**src/rtl/tdm_pkg.sv**
```systemverilog
// Shared constants and state encoding for the TDM demultiplexer.
package tdm_pkg;

    localparam int unsigned TDM_N  = 8;
    localparam int unsigned TDM_SW = 3;

    typedef enum logic {
        TDM_HUNT = 1'b0,
        TDM_RECV = 1'b1
    } tdm_state_e;

endpackage

```
**src/rtl/tdm_slot_counter.sv**
```systemverilog
// Wrapping slot counter: clear has priority over load1, load1 over inc.
module tdm_slot_counter
    import tdm_pkg::*;
#(
    parameter int unsigned SW = TDM_SW
) (
    input  logic          clk,
    input  logic          rst_n,
    input  logic          clear,
    input  logic          load1,
    input  logic          inc,
    output logic [SW-1:0] count
);

    logic [SW-1:0] count_q;

    always_ff @(posedge clk or negedge rst_n) begin
        if (!rst_n) begin
            count_q <= '0;
        end else if (clear) begin
            count_q <= '0;
        end else if (load1) begin
            count_q <= SW'(1);
        end else if (inc) begin
            count_q <= count_q + SW'(1);
        end
    end

    assign count = count_q;

endmodule

```
**src/rtl/tdm_demux8.sv**
```systemverilog
// Receive end of the 8:1 TDM link: frame-aligns on the slot-0 marker and
// publishes each completed 8-bit word with a one-cycle strobe.
module tdm_demux8
    import tdm_pkg::*;
#(
    parameter int unsigned N  = TDM_N,
    parameter int unsigned SW = TDM_SW
) (
    input  logic          clk,
    input  logic          rst_n,
    input  logic          din,
    input  logic          din_valid,
    input  logic          frame_start,
    output logic [N-1:0]  out,
    output logic          frame_valid,
    output logic [SW-1:0] slot,
    output logic          sync_err
);

    tdm_state_e   state_q, state_d;
    logic [N-2:0] shd_q, shd_d;
    logic [N-1:0] out_q, out_d;
    logic         fv_q, fv_d;
    logic         se_q, se_d;
    logic         cnt_clear, cnt_load1, cnt_inc;

    tdm_slot_counter #(
        .SW (SW)
    ) u_slot_counter (
        .clk   (clk),
        .rst_n (rst_n),
        .clear (cnt_clear),
        .load1 (cnt_load1),
        .inc   (cnt_inc),
        .count (slot)
    );

    always_comb begin
        state_d   = state_q;
        shd_d     = shd_q;
        out_d     = out_q;
        fv_d      = 1'b0;
        se_d      = 1'b0;
        cnt_clear = 1'b0;
        cnt_load1 = 1'b0;
        cnt_inc   = 1'b0;
        if (din_valid) begin
            unique case (state_q)
                TDM_HUNT: begin
                    if (frame_start) begin
                        shd_d[0]  = din;
                        cnt_load1 = 1'b1;
                        state_d   = TDM_RECV;
                    end
                end
                TDM_RECV: begin
                    if (frame_start) begin
                        // A marker anywhere but slot 0 restarts the frame on this bit.
                        se_d      = (slot != '0);
                        shd_d[0]  = din;
                        cnt_load1 = 1'b1;
                    end else if (slot == '0) begin
                        se_d      = 1'b1;
                        cnt_clear = 1'b1;
                        state_d   = TDM_HUNT;
                    end else if (slot == SW'(N - 1)) begin
                        out_d   = {din, shd_q};
                        fv_d    = 1'b1;
                        cnt_inc = 1'b1;
                    end else begin
                        shd_d[slot] = din;
                        cnt_inc     = 1'b1;
                    end
                end
                default: state_d = TDM_HUNT;
            endcase
        end
    end

    always_ff @(posedge clk or negedge rst_n) begin
        if (!rst_n) begin
            state_q <= TDM_HUNT;
            shd_q   <= '0;
            out_q   <= '0;
            fv_q    <= 1'b0;
            se_q    <= 1'b0;
        end else begin
            state_q <= state_d;
            shd_q   <= shd_d;
            out_q   <= out_d;
            fv_q    <= fv_d;
            se_q    <= se_d;
        end
    end

    assign out         = out_q;
    assign frame_valid = fv_q;
    assign sync_err    = se_q;

endmodule

```
**config.mk**
```make
export PLATFORM = sky130hd
export DESIGN_NAME = tdm_demux8
export DESIGN_NICKNAME = d
export VERILOG_FILES = /design/src/rtl/tdm_pkg.sv /design/src/rtl/tdm_slot_counter.sv /design/src/rtl/tdm_demux8.sv
export SDC_FILE = /design/constraint.sdc
export NUM_CORES = 1
export LEC_CHECK = 0
export BUFFER_PORTS_ARGS = -buffer_cell sky130_fd_sc_hd__buf_2
export CAP_MARGIN = 15
export CORE_MARGIN = 4
export CORE_UTILIZATION = 30
export DETAILED_ROUTE_END_ITERATION = 8
export GPL_TIMING_DRIVEN = 0
export PLACE_DENSITY_LB_ADDON = 0.12
export SLEW_MARGIN = 20
export SYNTH_ARGS = -nofsm -noshare
export SYNTH_HDL_FRONTEND = slang
export SYNTH_SLANG_ARGS = --single-unit
```
**constraint.sdc**
```tcl
create_clock -name clk -period 1.8 [get_ports clk]
set_input_delay 0.36 -clock clk [delete_from_list [all_inputs] [get_ports clk]]
set_output_delay 0.36 -clock clk [all_outputs]
set_load 0.1 [all_outputs]
```
; Word level (Yosys, flattened, before mapping)
; Cells that the tools add are included.
[totals]
output_inout_bits = 13
in_bits = 5
ram_bits = 0
wordCells = 56
mem_bits_ro = 0
memories = 0
latch_bits = 0
register_bits = 21
[classes]
div = 0
n_reduce_logical = 7
eq_ne = 4
order_cmp = 2
n_addsub = 1
shifts = 0
multipliers = 0
muxes = 31
n_bitwise = 4
[op_table]
columns = op, n
row1 = 2-to-1 mux 1 bit, 24
row2 = AND reduction 5 bit, 2
row3 = 2-to-1 mux 3 bit, 3
row4 = bitwise mux 7 bit, 1
row5 = "inequality test 3 bit, second input constant", 2
row6 = nonzero test 3 bit, 2
row7 = "< comparator 3 x 4 -> 1 bit, second input constant", 1
row8 = NOT 1 bit, 4
row9 = one-hot mux 1 bit (2 select lines), 2
row10 = AND reduction 4 bit, 1
row11 = "adder 3 x 1 -> 3 bit, second input constant", 1
row12 = demux 1 bit (select 3 bit), 1
row13 = "equality test 3 bit, second input constant", 1
row14 = "greater-or-equal comparator 3 x 1 -> 1 bit, second input constant", 1
row15 = zero test 3 bit, 1
row16 = "inequality test 2 bit, second input constant", 1
row17 = logical AND 1 bit, 1

; Logic depth before layout (Yosys ltp)
[depth]
ltp_word = 9
ltp_mapped = 8
depth_no_buf = 8

; Hierarchy
; A second synthesis with hierarchy kept.
[hier_totals]
cells_unflattened = 71
hier_area_um2 = 924.6
[modules_own_cells]
columns = module, seq_area_each_um2, area_per_inst_um2, instances, cells_each
row1 = tdm_demux8, 450.4, 774.5, 1, 59
row2 = tdm_slot_counter, 75.1, 150.1, 1, 12

; Worst setup path before layout
; Ideal clock, no wire load.
[synth_timing]
path_kind = reg-to-reg
start = reg u_slot_counter.count_q[1], in the netlist u_slot_counter.count[1]
end = reg out_q[0], in the netlist out[0]
path_slack_ns = -0.526
path_buffers = 0
arrival_ns = 2.200
t_required_ns = 1.674
stages_incl_launch_ff = 7
synth_period_minus_slack_ns = 2.326
setup_time_ns = 0.126
path_cell_list = dfrtp_1 inv_1 ha_1 nand2b_1 ha_1 nand4_2 mux2_2
[synth_via]
elab_chain_len = 3
word_cells_on_any_way = 4
classes_between = eq/ne (1) / bitwise (1) / reduce/logical (2)
[synth_rtl]
columns = item, line_no
row1 = from (decl), tdm_slot_counter.sv:15  ; logic [SW-1:0] count_q;
row2 = from (signal assigned), tdm_slot_counter.sv:25  ; count_q <= count_q + SW'(1);
row3 = zero test 3 bit, tdm_demux8.sv:62  ; end else if (slot == '0) begin
row4 = NOT 1 bit (no source line), n/a
row5 = AND reduction 5 bit (no source line) (*), n/a
row6 = to (signal assigned), tdm_demux8.sv:90  ; out_q <= out_d;
row7 = to (decl), tdm_demux8.sv:22  ; logic [N-1:0] out_q, out_d;
; Mark *: on every way between the ends. The rest lies on a longest branch, timed or not.
; A chain may end at the register's enable or synchronous reset.

; Worst setup path after layout
[layout_timing]
start = reg u_slot_counter.count_q[0], in the netlist u_slot_counter.count[0]
end = reg out_q[6], in the netlist out[6]
; The elaborated chain is that of the path after synthesis.

==> results.sh <==
export IMPL_hold_violations=5
export IMPL_skew_ns=0.00142
export IMPL_finalCriticalPeriod_ns=1.72
export IMPL_io_pins=18
export IMPL_synth_top_area_cell="dfrtp_1"
export IMPL_grt_pass1_vias=694
export IMPL_syn2layout_area_growth_pct=20.7
export IMPL_ys_types=23
export IMPL_cp_arrival_ns=1.92
export IMPL_powerDensity_nw_per_um2=1690
export IMPL_hold_slack_ns=-0.00496
export IMPL_die_h_um=65.7
export IMPL_violations="hold timing"
export IMPL_worstPathRequired_ns=2.00
export IMPL_diodes=0
export IMPL_mostFrequentLayoutCells="dfrtp_1 (18), buf_2 (16), mux2_2 (14)"
export IMPL_fin_area_um2=1200
export IMPL_cts_root_buf="clkbuf_4"
export IMPL_syn_area_per_cell_um2=12.6
export IMPL_postPlaceCellArea_um2=1160
export IMPL_ir_drop_mv=0.515
export IMPL_min_path_type="in2async"
export IMPL_dieArea_um2=4320
export IMPL_syn_area_um2=998
export IMPL_fin_nets=112
export IMPL_worst_slew_pin_slew_ns=0.479
export IMPL_syn_inst=79
export IMPL_clock_sinks=21
export IMPL_clk_path_buf_depth=2
export IMPL_startpoint_type="flip-flop"
export IMPL_cts_tree="built"
export IMPL_hold_buffers=0
export IMPL_synth_top_area_share=0.526
export IMPL_place_hpwl_mm=1.34
export IMPL_postRouteAntennaNets=0
export IMPL_final_common_cell="dfrtp_1"
export IMPL_max_freq_mhz=582
export IMPL_rsz0062_at_grt="false"
export IMPL_leakagePower_nw=0.623
export IMPL_yosys_warnings=0
export IMPL_insertion_delay_ns=0.30
export IMPL_multiInputGateArea_um2=449
export IMPL_crit_chain="inv_1 > ha_1 > nand2b_1 > ha_4 > nand4_4 > mux2_2"
export IMPL_yosysSeqAreaShare=0.526
export IMPL_crit_path_end_kind="flip-flop"
export IMPL_core_um2=3130
export IMPL_critPathMaxFanout=8
export IMPL_fin_crit_sh=0.955
export IMPL_gp_congestion=0.692
export IMPL_drive_gt1_frac=0.436
export IMPL_cts_buffers=3
export IMPL_crit_buf_inv=1
export IMPL_routed_wl_mm=1.83
export IMPL_critical_path_max_stage_delay_ns=0.53
export IMPL_grt_pass1_wl_mm=3.33
export IMPL_tns_ns=0
export IMPL_cp_top_family="flip-flops"
export IMPL_drt_pass1_iter_count=4
export IMPL_drv_slew=0
export IMPL_grt_overflow_total=0
export IMPL_max_slew_margin=0.681
export IMPL_path_clk_slew_ns=0.11
export IMPL_wl_per_cell_um=12.6
export IMPL_setup_violations=0
export IMPL_die_x_um=65.7
export IMPL_fp_row_count=20
export IMPL_synth_nets=89
export IMPL_ys_top_cells_by_area="dfrtp_1 (53%), mux2_2 (16%), ha_1 (6.3%)"
export IMPL_grtUsageTotal=0.101
export IMPL_start_util=0.319
export IMPL_vias=665
export IMPL_antenna_found_initial=0
export IMPL_slowest_stage="dfrtp_4"
export IMPL_grt_max_degree=22
export IMPL_drc=0
export IMPL_seqCellArea_um2=534
export IMPL_htree_levels=1
export IMPL_numPortBuffers=16
export IMPL_drt_iter0_drc=13
export IMPL_fill_cells=326
export IMPL_ys_ff_latch=21
export IMPL_viasPerCell=4.59
export IMPL_critical_path_class="reg2reg"
export IMPL_drv_cap=0
export IMPL_outcome="finished with violations"
==> where the power goes <==
| group | total (mW) | switching, mW | internal (mW) |
|---|---|---|---|
| Clock | 0.225 | 0.139 | 0.0864 |
| Combinational | 1.10 | 0.787 | 0.314 |
| Sequential | 0.714 | 0.0911 | 0.623 |
| Total | 2.04 | 1.02 | 1.02 |
==> layer usage <==
metal  global-route usage  share of wire
met5                    0              0
met4               0.0311          0.011
met3               0.0359          0.059
met2                0.156           0.48
met1                0.131           0.45
==> logic make-up (layout without fill, tap and decap cells) <==
kind of cell,Yosys count,count (layout),share of synthesized area
flip-flops,21,21,0.526
AND/OR/NAND/NOR,21,21,0.127
multiplexers,17,17,0.189
AO/OA/AOI/OAI,8,8,0.0501
buffers and inverters,7,29,0.0451
adder cells (fa/ha/maj),5,5,0.0627
==> timing repair <==
action                     CTS  global route
setup endpoints to repair    0             8
buffers inserted             0             2
resized for setup            0             0
hold endpoints to repair     0             0
==> synthesized netlist by cell type <==
cell type,number
dfrtp_1,21
mux2_2,14
nand3_1,6
ha_1,5
inv_1,4
a21oi_1,3
nor2_1,3
a21o_1,2
a31oi_1,2
buf_6,2
mux2i_1,2
nand2_1,2
nor2b_1,2
nor3_1,2
a22oi_1,1
and3_1,1
and4b_1,1
and4bb_2,1
buf_4,1
mux2_1,1
nand2b_1,1
nand4_2,1
nor3b_1,1
==> stage by stage <==
stage	hold slack [ns]	setup WS, ns	total power, mW	cells	util
final	-0.00496	0.0818	2.04	145	0.385
after global routing	0.0178	0.00279	2.19	145	0.385
after CTS	0.00767	0.0392	2.04	143	0.380
after detailed placement	0.352	0.0527	1.81	139	0.372
after global placement	0.347	0.0719	1.80	139	0.372
after floorplan	0.0644	0.0255	1.62	79	-
==> registers in the layout, indices dropped and copies added, names as in the netlist <==
register and flops:
frame_valid 1, out 8, shd_q 7, state_q 1
sync_err 1, u_slot_counter.count 3
==> final timing paths <==
path | slack (ns) | end | startpoint | cells past startpoint
worst max register to register | 0.08 | out[6] | u_slot_counter.count[0] | 6
worst min-delay path | -0.005 | sync_err | rst_n | 1
worst min register to register | 0.50 | shd_q[6] | shd_q[6] | 1
max in group asynchronous | 1.44 | u_slot_counter.count[1] | rst_n | 1
worst max-delay path | 0.08 | out[6] | u_slot_counter.count[0] | 6
min in group clk | 0.24 | frame_valid | frame_start | 2
==> layout make-up <==
class / instances / area share
multi-input combinational: 51 / 0.373
clock buffer: 4 / 0.0218
inverter: 4 / 0.0125
buffer: 3 / 0.0249
sequential: 21 / 0.443
tap: 44 / 0.0457
timing repair buffer: 18 / 0.0789
Note: power is estimated with default switching activity, not from simulation.
